### src/rtl/chdr_12sc_to_16sc.sv
// chdr_12sc_to_16sc
//   Receive-side unpacker for CHDR data packets carrying packed 12-bit
//   complex samples ({I12,Q12}, 24 bits, MSB-first across 64-bit lines).
//   Each sample is expanded to {I12,4'h0,Q12,4'h0} and two samples go out per
//   line, earlier sample in the upper half. The header length field is
//   rewritten to H + 4*floor((len-H)/3). Non-data packets (type != 0) and all
//   traffic while disabled pass through verbatim.
//
// Ports
//   clk, reset               clock; asynchronous active-low reset
//   set_stb/set_addr/set_data settings bus; set_data[0] = enable conversion
//   i_tdata/i_tlast/i_tvalid/i_tready   CHDR input stream
//   o_tdata/o_tlast/o_tvalid/o_tready   CHDR output stream (registered)
module chdr_12sc_to_16sc #(
  parameter int BASE = 0
) (
  input  logic        clk,
  input  logic        reset,
  input  logic        set_stb,
  input  logic [7:0]  set_addr,
  input  logic [31:0] set_data,
  input  logic [63:0] i_tdata,
  input  logic        i_tlast,
  input  logic        i_tvalid,
  output logic        i_tready,
  output logic [63:0] o_tdata,
  output logic        o_tlast,
  output logic        o_tvalid,
  input  logic        o_tready
);

  typedef enum logic [2:0] {HDR, HDR_OUT, TIME, BODY, FLUSH, PASS} state_t;

  state_t        state, state_nx;
  logic          enable;

  // latched header fields of a packet being converted
  logic [15:0]   hdr_hi;      // type/has_time/eob/seqnum
  logic [31:0]   sid_q;
  logic          hdr_last_q;  // header itself carried i_tlast
  logic [14:0]   n_q;         // whole samples announced by the header
  logic [15:0]   olen_q;

  // residue buffer, valid bits MSB-aligned
  logic [127:0]  sbuf, sbuf_nx;
  logic [7:0]    cnt, cnt_nx;
  logic [19:0]   need, need_nx;  // payload bits still to pull from input
  logic          out_done, done_nx;

  logic          unused_bits;
  assign unused_bits = ^set_data[31:1];

  // header arithmetic on the incoming line
  logic [15:0]   h_len, p_len;
  logic [31:0]   prod;
  logic [14:0]   n_c;
  logic [19:0]   need0;
  assign h_len = i_tdata[61] ? 16'd16 : 16'd8;
  assign p_len = i_tdata[47:32] - h_len;
  assign prod  = 32'(p_len) * 32'h0000_AAAB;   // floor(P/3) for any 16-bit P
  assign n_c   = 15'(prod >> 17);
  assign need0 = 20'(n_c) * 20'd24;

  function automatic logic [7:0] floor24(input logic [7:0] c);
    if      (c >= 8'd120) return 8'd120;
    else if (c >= 8'd96)  return 8'd96;
    else if (c >= 8'd72)  return 8'd72;
    else if (c >= 8'd48)  return 8'd48;
    else if (c >= 8'd24)  return 8'd24;
    else                  return 8'd0;
  endfunction

  logic          load_ok, rdy, acc;
  logic          can_pop, pop, pop_last, mark, push;
  logic [7:0]    pop_bits, push_bits, cnt_pop;
  logic [63:0]   pop_line;
  logic [127:0]  sh, push_v, mask;
  logic          ld, ld_last, hdr_ld;
  logic [63:0]   ld_data;

  // output register may take a new line when empty or being drained
  assign load_ok = !o_tvalid || o_tready;

  assign pop_bits = (cnt >= 8'd48) ? 8'd48 : 8'd24;
  // a lone final sample is popped only once no more payload is expected
  assign can_pop  = !out_done && ((cnt >= 8'd48) || (need == 20'd0 && cnt == 8'd24));
  assign pop      = (state == BODY || state == FLUSH) && load_ok && can_pop;
  assign pop_last = (need == 20'd0) && (cnt == pop_bits);
  // early i_tlast left no whole sample: close the packet with an empty line
  assign mark     = (state == FLUSH) && load_ok && !out_done && (cnt == 8'd0);
  assign cnt_pop  = pop ? (cnt - pop_bits) : cnt;
  assign pop_line = (pop_bits == 8'd48) ?
    {sbuf[127:116], 4'h0, sbuf[115:104], 4'h0, sbuf[103:92], 4'h0, sbuf[91:80], 4'h0} :
    {sbuf[127:116], 4'h0, sbuf[115:104], 4'h0, 32'h0};

  always_comb begin
    rdy = 1'b0;
    case (state)
      HDR, TIME, PASS: rdy = load_ok;
      BODY:            rdy = (need == 20'd0) || (cnt_pop <= 8'd64);
      default:         rdy = 1'b0;
    endcase
  end
  assign i_tready = rdy & reset;
  assign acc      = i_tvalid & i_tready;

  // only payload bits are pushed; bits past the announced sample count are dropped
  assign push      = (state == BODY) && acc && (need != 20'd0);
  assign push_bits = (need >= 20'd64) ? 8'd64 : 8'(need);
  assign mask      = ~({128{1'b1}} >> push_bits);
  assign push_v    = ({i_tdata, 64'h0} & mask) >> cnt_pop;
  assign sh        = pop ? (sbuf << pop_bits) : sbuf;

  always_comb begin
    state_nx = state;
    ld       = 1'b0;
    ld_data  = '0;
    ld_last  = 1'b0;
    hdr_ld   = 1'b0;
    done_nx  = out_done;
    sbuf_nx  = sbuf;
    cnt_nx   = cnt;
    need_nx  = need;
    case (state)
      HDR: if (acc) begin
        if (enable && i_tdata[63:62] == 2'b00) begin
          hdr_ld   = 1'b1;
          state_nx = HDR_OUT;
        end else begin
          ld      = 1'b1;
          ld_data = i_tdata;
          ld_last = i_tlast;
          if (!i_tlast) state_nx = PASS;
        end
      end
      HDR_OUT: if (load_ok) begin
        ld      = 1'b1;
        ld_data = {hdr_hi, olen_q, sid_q};
        ld_last = hdr_last_q || (!hdr_hi[13] && n_q == 15'd0);
        if (hdr_last_q)     state_nx = HDR;
        else if (hdr_hi[13]) state_nx = TIME;
        else begin
          state_nx = BODY;
          done_nx  = (n_q == 15'd0);  // BODY then just drains input
        end
      end
      TIME: if (acc) begin
        ld       = 1'b1;
        ld_data  = i_tdata;
        ld_last  = i_tlast || (n_q == 15'd0);
        done_nx  = (n_q == 15'd0);
        state_nx = i_tlast ? HDR : BODY;
      end
      BODY, FLUSH: begin
        if (pop) begin
          ld      = 1'b1;
          ld_data = pop_line;
          ld_last = pop_last;
          done_nx = out_done | pop_last;
        end else if (mark) begin
          ld      = 1'b1;
          ld_last = 1'b1;
          done_nx = 1'b1;
        end
        sbuf_nx = push ? (sh | push_v) : sh;
        cnt_nx  = cnt_pop + (push ? push_bits : 8'd0);
        if (push) need_nx = need - 20'(push_bits);
        if (state == BODY) begin
          if (acc && i_tlast) begin
            cnt_nx   = floor24(cnt_nx);   // trailing fragment discarded
            need_nx  = '0;
            state_nx = done_nx ? HDR : FLUSH;
          end
        end else if (done_nx) begin
          state_nx = HDR;
        end
      end
      PASS: if (acc) begin
        ld      = 1'b1;
        ld_data = i_tdata;
        ld_last = i_tlast;
        if (i_tlast) state_nx = HDR;
      end
      default: state_nx = HDR;
    endcase
  end

  always_ff @(posedge clk or negedge reset) begin
    if (!reset) begin
      state      <= HDR;
      enable     <= 1'b0;
      hdr_hi     <= '0;
      sid_q      <= '0;
      hdr_last_q <= 1'b0;
      n_q        <= '0;
      olen_q     <= '0;
      sbuf       <= '0;
      cnt        <= '0;
      need       <= '0;
      out_done   <= 1'b0;
      o_tvalid   <= 1'b0;
      o_tlast    <= 1'b0;
      o_tdata    <= '0;
    end else begin
      state <= state_nx;
      if (set_stb && set_addr == 8'(BASE)) enable <= set_data[0];
      if (hdr_ld) begin
        hdr_hi     <= i_tdata[63:48];
        sid_q      <= i_tdata[31:0];
        hdr_last_q <= i_tlast;
        n_q        <= n_c;
        olen_q     <= 16'(h_len + {n_c, 2'b00});
        sbuf       <= '0;
        cnt        <= '0;
        need       <= need0;
        out_done   <= 1'b0;
      end else begin
        sbuf     <= sbuf_nx;
        cnt      <= cnt_nx;
        need     <= need_nx;
        out_done <= done_nx;
      end
      if (ld) begin
        o_tvalid <= 1'b1;
        o_tdata  <= ld_data;
        o_tlast  <= ld_last;
      end else if (o_tready) begin
        o_tvalid <= 1'b0;
      end
    end
  end

endmodule

### config.mk
export PLATFORM = sky130hd
export DESIGN_NAME = chdr_12sc_to_16sc
export DESIGN_NICKNAME = d
export VERILOG_FILES = /design/src/rtl/chdr_12sc_to_16sc.sv
export SDC_FILE = /design/constraint.sdc
export NUM_CORES = 2
export LEC_CHECK = 0
export ABC_AREA = 1
export BUFFER_PORTS_ARGS = -buffer_cell sky130_fd_sc_hd__buf_2
export CORE_MARGIN = 2
export CORE_UTILIZATION = 56
export CTS_BUF_LIST = sky130_fd_sc_hd__clkbuf_4 sky130_fd_sc_hd__clkbuf_8
export DETAILED_ROUTE_END_ITERATION = 10
export HOLD_SLACK_MARGIN = 0.06
export PLACE_DENSITY_LB_ADDON = 0.1
export SLEW_MARGIN = 40
export SYNTH_ARGS = -nofsm -noshare
export SYNTH_HDL_FRONTEND = slang
export SYNTH_SLANG_ARGS = --single-unit
### constraint.sdc
create_clock -name clk -period 9.6 [get_ports clk]
set_clock_uncertainty 0.15 [all_clocks]
set_input_delay 1.44 -clock clk [delete_from_list [all_inputs] [get_ports clk]]
set_output_delay 1.44 -clock clk [all_outputs]
set_load 0.02 [all_outputs]
# == After elaboration in Yosys (flattened, before gate mapping) ==
# Cells that the tools add are included.
# word_totals
output_inout_bits,67
ff_bits,307
# classes
addsub,5
bitwise,6
muxes,74
n_lt_le_gt_ge,8
n_shift,3
n_reduce_logical,38
n_mul,2
n_eq_ne,20
# op_table
op,n
128-bit two-way mux,4
64-bit two-way mux,5
64-bit one-hot mux with 4 select lines,1
128-bit bitwise AND,1
128-bit inverter,1
128-bit OR,1
128-bit by 6-bit left shift with 128-bit output,1
128-bit by 8-bit right shift with 128-bit output,1
128-bit by 8-bit right shift with 128-bit output (first input constant),1
20-bit two-way mux,5
8-bit two-way mux,7
3-bit two-way mux,11
16-bit by 16-bit multiplier with 32-bit output (second input constant),1
32-bit two-way mux,1
1-bit two-way mux,26
8-bit by 7-bit greater-or-equal comparator with 1-bit output (second input constant),3
7-bit two-way mux,3
3-bit != test (second input constant),7
20-bit by 7-bit greater-or-equal comparator with 1-bit output (second input constant),1
20-bit logical NOT,1
20-bit nonzero test,1
20-bit by 8-bit subtractor with 20-bit output,1
15-bit by 2-bit multiplier with 17-bit output (second input constant),1
5-bit by 16-bit adder with 16-bit output,1
other kinds (36),70

# == Logic depth before layout (Yosys ltp) ==
# logic_depth
word_depth,25
depth_mapped,46
mapped_depth_nobuf,46

# == Worst setup path after synthesis ==
# No wires, ideal clock.
# synth_path
path_type,input to register
from,input port i_tdata[61]
to,register need[18]
setup_ns,0.122
stages,44
path_slack_ns,0.176
arrival_ns,9.153
path_cell_list,inv_1 > ha_1 > inv_1 > fa_1 > nor2_1 > nand2_1 > nor3_1 > nand2_1 > nor3_1 > nand3_1 > xor2_1 > inv_1 > ha_1 > ha_1 > fa_1 > inv_1 > fa_1 > inv_1 > [8 not listed] > xor2_1 > inv_1 > fa_1 > inv_1 > nand3_1 > nand2_1 > a21oi_1 > nor2_1 > nor2_1 > o21ai_0 > a21boi_0 > o21ai_0 > nand2_1 > nand2_1 > a21oi_1 > xnor2_1 > nand2_1 > o21ai_1
# synth_via
elab_chain_len,5
# synth_lines
element,line,source
"start, declared",22,"input logic [63:0] i_tdata,"
5-bit two-way mux,58,assign h_len = i_tdata[61] ? 16'd16 : 16'd8;
16-bit by 5-bit subtractor with 16-bit output,59,assign p_len = i_tdata[47:32] - h_len;
16-bit by 16-bit multiplier with 32-bit output,60,assign prod = 32'(p_len) * 32'h0000_AAAB;
named net prod[19],55,logic [31:0] prod;
15-bit by 2-bit multiplier with 17-bit output,62,assign need0 = 20'(n_c) * 20'd24;
20-bit two-way mux,207,if (hdr_ld) begin
"end signal, assigned",215,need <= need0;
"end signal, assigned",220,need <= need_nx;
"end, declared",47,"logic [19:0] need, need_nx;"
# The timed path passes the listed nets, and every way through them passes these cells.
# A chain may end at the register's enable or synchronous reset.

# == Worst setup path in the final report ==
# layout_path
from,input port i_tdata[35]
to,register need[13]
# layout_via
elab_chain_len,4
# layout_lines
element,line
16-bit by 5-bit subtractor with 16-bit output,59
16-bit by 16-bit multiplier with 32-bit output,60
named net prod[19],55
15-bit by 2-bit multiplier with 17-bit output,62
20-bit two-way mux,207
# The timed path passes the listed nets, and every way through them passes these cells.

==> results.txt <==
----------------------------------------------------
[Synth]
  #FFs+latches synth ... 304
  Warnings from Yosys ... 0
  Dominant cell by count in the synthesized netlist ... sky130_fd_sc_hd__nand2_1
  Average size of a mapped cell ... 6.78 um2
  Post-synthesis sequential area ratio ... 27.5%
  Number of enable flip-flop cells after synthesis ... 0
  Area fraction of the dominant cell type after synthesis ... 27.5%
  Biggest area contributors in the synthesized netlist ... sky130_fd_sc_hd__dfrtp_1, sky130_fd_sc_hd__nand2_1, sky130_fd_sc_hd__nand3_1, sky130_fd_sc_hd__ha_1, sky130_fd_sc_hd__fa_1
  Yosys top cell by area ... sky130_fd_sc_hd__dfrtp_1
  Share of synthesized registers carrying an async set or reset ... 100%
  Most used flip-flop cell after synthesis ... sky130_fd_sc_hd__dfrtp_1
  Count of mapped cells out of synthesis ... 4078
  Post-synth cell types ... 55
  Leading cell types by count after synthesis ... sky130_fd_sc_hd__nand2_1, sky130_fd_sc_hd__nand3_1, sky130_fd_sc_hd__inv_1, sky130_fd_sc_hd__dfrtp_1, sky130_fd_sc_hd__o21ai_0
  Area of the mapped netlist ... 27600 um2
  Post-Syn Nets ... 4431

[GRT]
  Global Route Usage Sum ... 43.0%
  Global route total overflow ... 0
  Maximum number of pins on one net before global-route repair ... 131
  Antenna violations before repair ... 6
  First-pass GRT wire length ... 166000 um
  Vias in the first global route ... 27800

[Clocking]
  Clock Tree Buf Depth ... 3
  Post-CTS setup-driven buffer insertion count ... 0
  Number of levels in the clock H-tree ... 2
  Clock edge transition at the registers on the reported setup and hold paths ... 60 ps
  Clk root buf ... sky130_fd_sc_hd__clkbuf_8
  Insertion delay to the later sink of the worst-skew pair ... 670 ps
  CTS Buf Count ... 54
  Number of clock sinks seen by CTS ... 304
  Clock tree from TritonCTS ... yes

[Critical path]
  Critical Path Start Type ... primary input
  Worst stage delay on the critical path ... 530 ps
  Most prevalent standard cell on the critical path ... sky130_fd_sc_hd__inv_1
  CP Capture Type ... flip-flop
  Crit path DAT ... 9220 ps
  Worst Path Class, Setup ... primary input to flip-flop
  Required time of the worst setup path ... 9970 ps
  Slowest cell on crit path ... sky130_fd_sc_hd__fa_1
  Max Fanout on Critical Path ... 4

[Die]
  Area of the placeable core ... 48800 um2
  Initial core utilization ... 56.6%
  Count of pins on the block boundary ... 177
  Die Wd ... 226 um
  Site Rows ... 81
  Die Area ... 51200 um2
  Die H ... 226 um

[STA]
  Final WS setup ... 751 ps
  Number of hold violations in the final report ... 0
  Final-report setup violation count ... 0
  Final worst-path cycle share ... 92.2%
  Achievable frequency ... 113 MHz
  Measured slew at the worst slew-check pin ... 905 ps
  Max Slew Vio Count ... 0
  Relative slew slack ... 39.1%
  RSZ-0062 raised after global routing ... no
  Final critical delay including setup and external delays ... 8850 ps

[Routing]
  First-pass iteration count of the detailed router ... 7
  Vias after detailed routing ... 29600
  Average routed wire per standard cell ... 22.6 um
  Routed via count divided by cell count ... 6.09
  Post-route DRC ... 0
  Number of DRC markers in iteration 0 ... 3493
  Overall routed net length ... 110000 um
  Number of nets with antenna violations after detailed routing ... 0

[Status]
  Run status ... finished, final reports clean

[Place]
  GP Congestion ... 1.07
  Port Buffer Count ... 145
  Placed wire-length estimate after detailed placement ... 83400 um
  Pre-CTS setup slack ... -380 ps

[Layout]
  Nets ... 4506
  Relative area change from synthesis to final layout ... 9.98%
  Fraction of layout cells with a size suffix above 1 ... 10.3%

[Job]
  Max-cap check violation count ... 0

[Worst hold path]
  Class of the most critical hold timing path ... flip-flop to flip-flop

----------------------------------------------------
## final cells by class
type                            instances  area, um2
Multi-Input combinational cell       3184      17800
Inverter                              345       1310
Sequential cell                       304       7610
Timing Repair Buffer                  264       1690
Clock buffer                           85       1090
Clock inverter                         12        111
Antenna cell                            3       7.51
Fill cell                            4610      18500
Tap cell                              664        831
## cells by family after synthesis
family                     Yosys count  share of synthesized area (%)
muxes                                7                          0.258
xor gates and xnor gates            62                           1.96
adders and majority gates          243                           13.3
AOI/OAI and AO/OA                  657                           13.4
DFF                                304                           27.5
buffers and inverters              590                           8.62
and+or+nand+nor                   2214                           34.9
other                                1                         0.0136
## stage by stage
stage / util [%] / instances / hold slack [ps] / setup TNS (ps) / cell area [um2]
6_report: 62.2 / 4861 / 320 / 0 / 30400
5_1_grt: 62.2 / 4858 / 341 / 0 / 30400
4_1_cts: 62.0 / 4858 / 320 / 0 / 30300
3_5_place_dp: 59.6 / 4761 / 303 / -682 / 29100
3_3_place_gp: 59.5 / 4760 / 299 / -266 / 29100
2_1_floorplan: - / 4078 / 286 / 0 / 27600
## timing repair
action / CTS / global route
endpoints found under the setup margin: 0 / 6
gates resized for setup: 0 / 16
hold buffers: 0 / 0
## cells in the final DEF (no fill, tap or decap), types with 44 or more instances in the layout
master / instances
sky130_fd_sc_hd__o211ai_1: 55
sky130_fd_sc_hd__nand3_1: 728
sky130_fd_sc_hd__xor2_1: 44
sky130_fd_sc_hd__ha_1: 157
sky130_fd_sc_hd__nor2_1: 234
sky130_fd_sc_hd__a21oi_1: 202
sky130_fd_sc_hd__buf_4: 108
sky130_fd_sc_hd__nand2_1: 1102
sky130_fd_sc_hd__nand4_1: 71
sky130_fd_sc_hd__buf_2: 144
sky130_fd_sc_hd__o21ai_0: 277
sky130_fd_sc_hd__inv_1: 327
sky130_fd_sc_hd__clkbuf_8: 72
sky130_fd_sc_hd__dfrtp_1: 301
sky130_fd_sc_hd__fa_1: 86
## worst paths after layout
path	endpoint	startpoint	slack [ps]	cells after the start
hold / removal	hdr_hi[14]$_DFFE_PN0P_	hdr_hi[14]$_DFFE_PN0P_	320	2
setup reg to reg	cnt[3]$_DFFE_PN0P_	cnt[4]$_DFFE_PN0P_	3300	35
hold reg to reg	hdr_hi[14]$_DFFE_PN0P_	hdr_hi[14]$_DFFE_PN0P_	320	2
max in group asynchronous	sbuf[15]$_DFFE_PN0P_	reset	6110	5
min in group asynchronous	need[17]$_DFFE_PN0P_	reset	570	1
setup / recovery	need[13]$_DFFE_PN0P_	i_tdata[35]	750	41
## per-layer routing
metal  track usage [%]  up-vias  wire length [um]
met1              56.0    13900             43600
met4              28.6        6              8820
met3              7.06      325              9930
met5                 0        -                36
met2              66.0     1565             47300
li1                  -    13800                 -
## critical path: cells and delay by family
kind,cells,cell delay [ps]
buffers and inverters,12,1120
adders and majority gates,10,3720
xor gates and xnor gates,2,470
and+or+nand+nor,11,1370
AOI/OAI and AO/OA,6,1080
## state kept, by name (all words and copies together), names as in the netlist
signal,cells
hdr_hi,16
olen_q,13
o_tdata,64
hdr_last_q,1
o_tvalid,1
cnt,8
sid_q,32
enable,1
need,20
sbuf,128
out_done,1
n_q,15
state,3
o_tlast,1
Power is not shown: default switching activity piles up to over one toggle a cycle in this logic, so the estimate is an artifact.
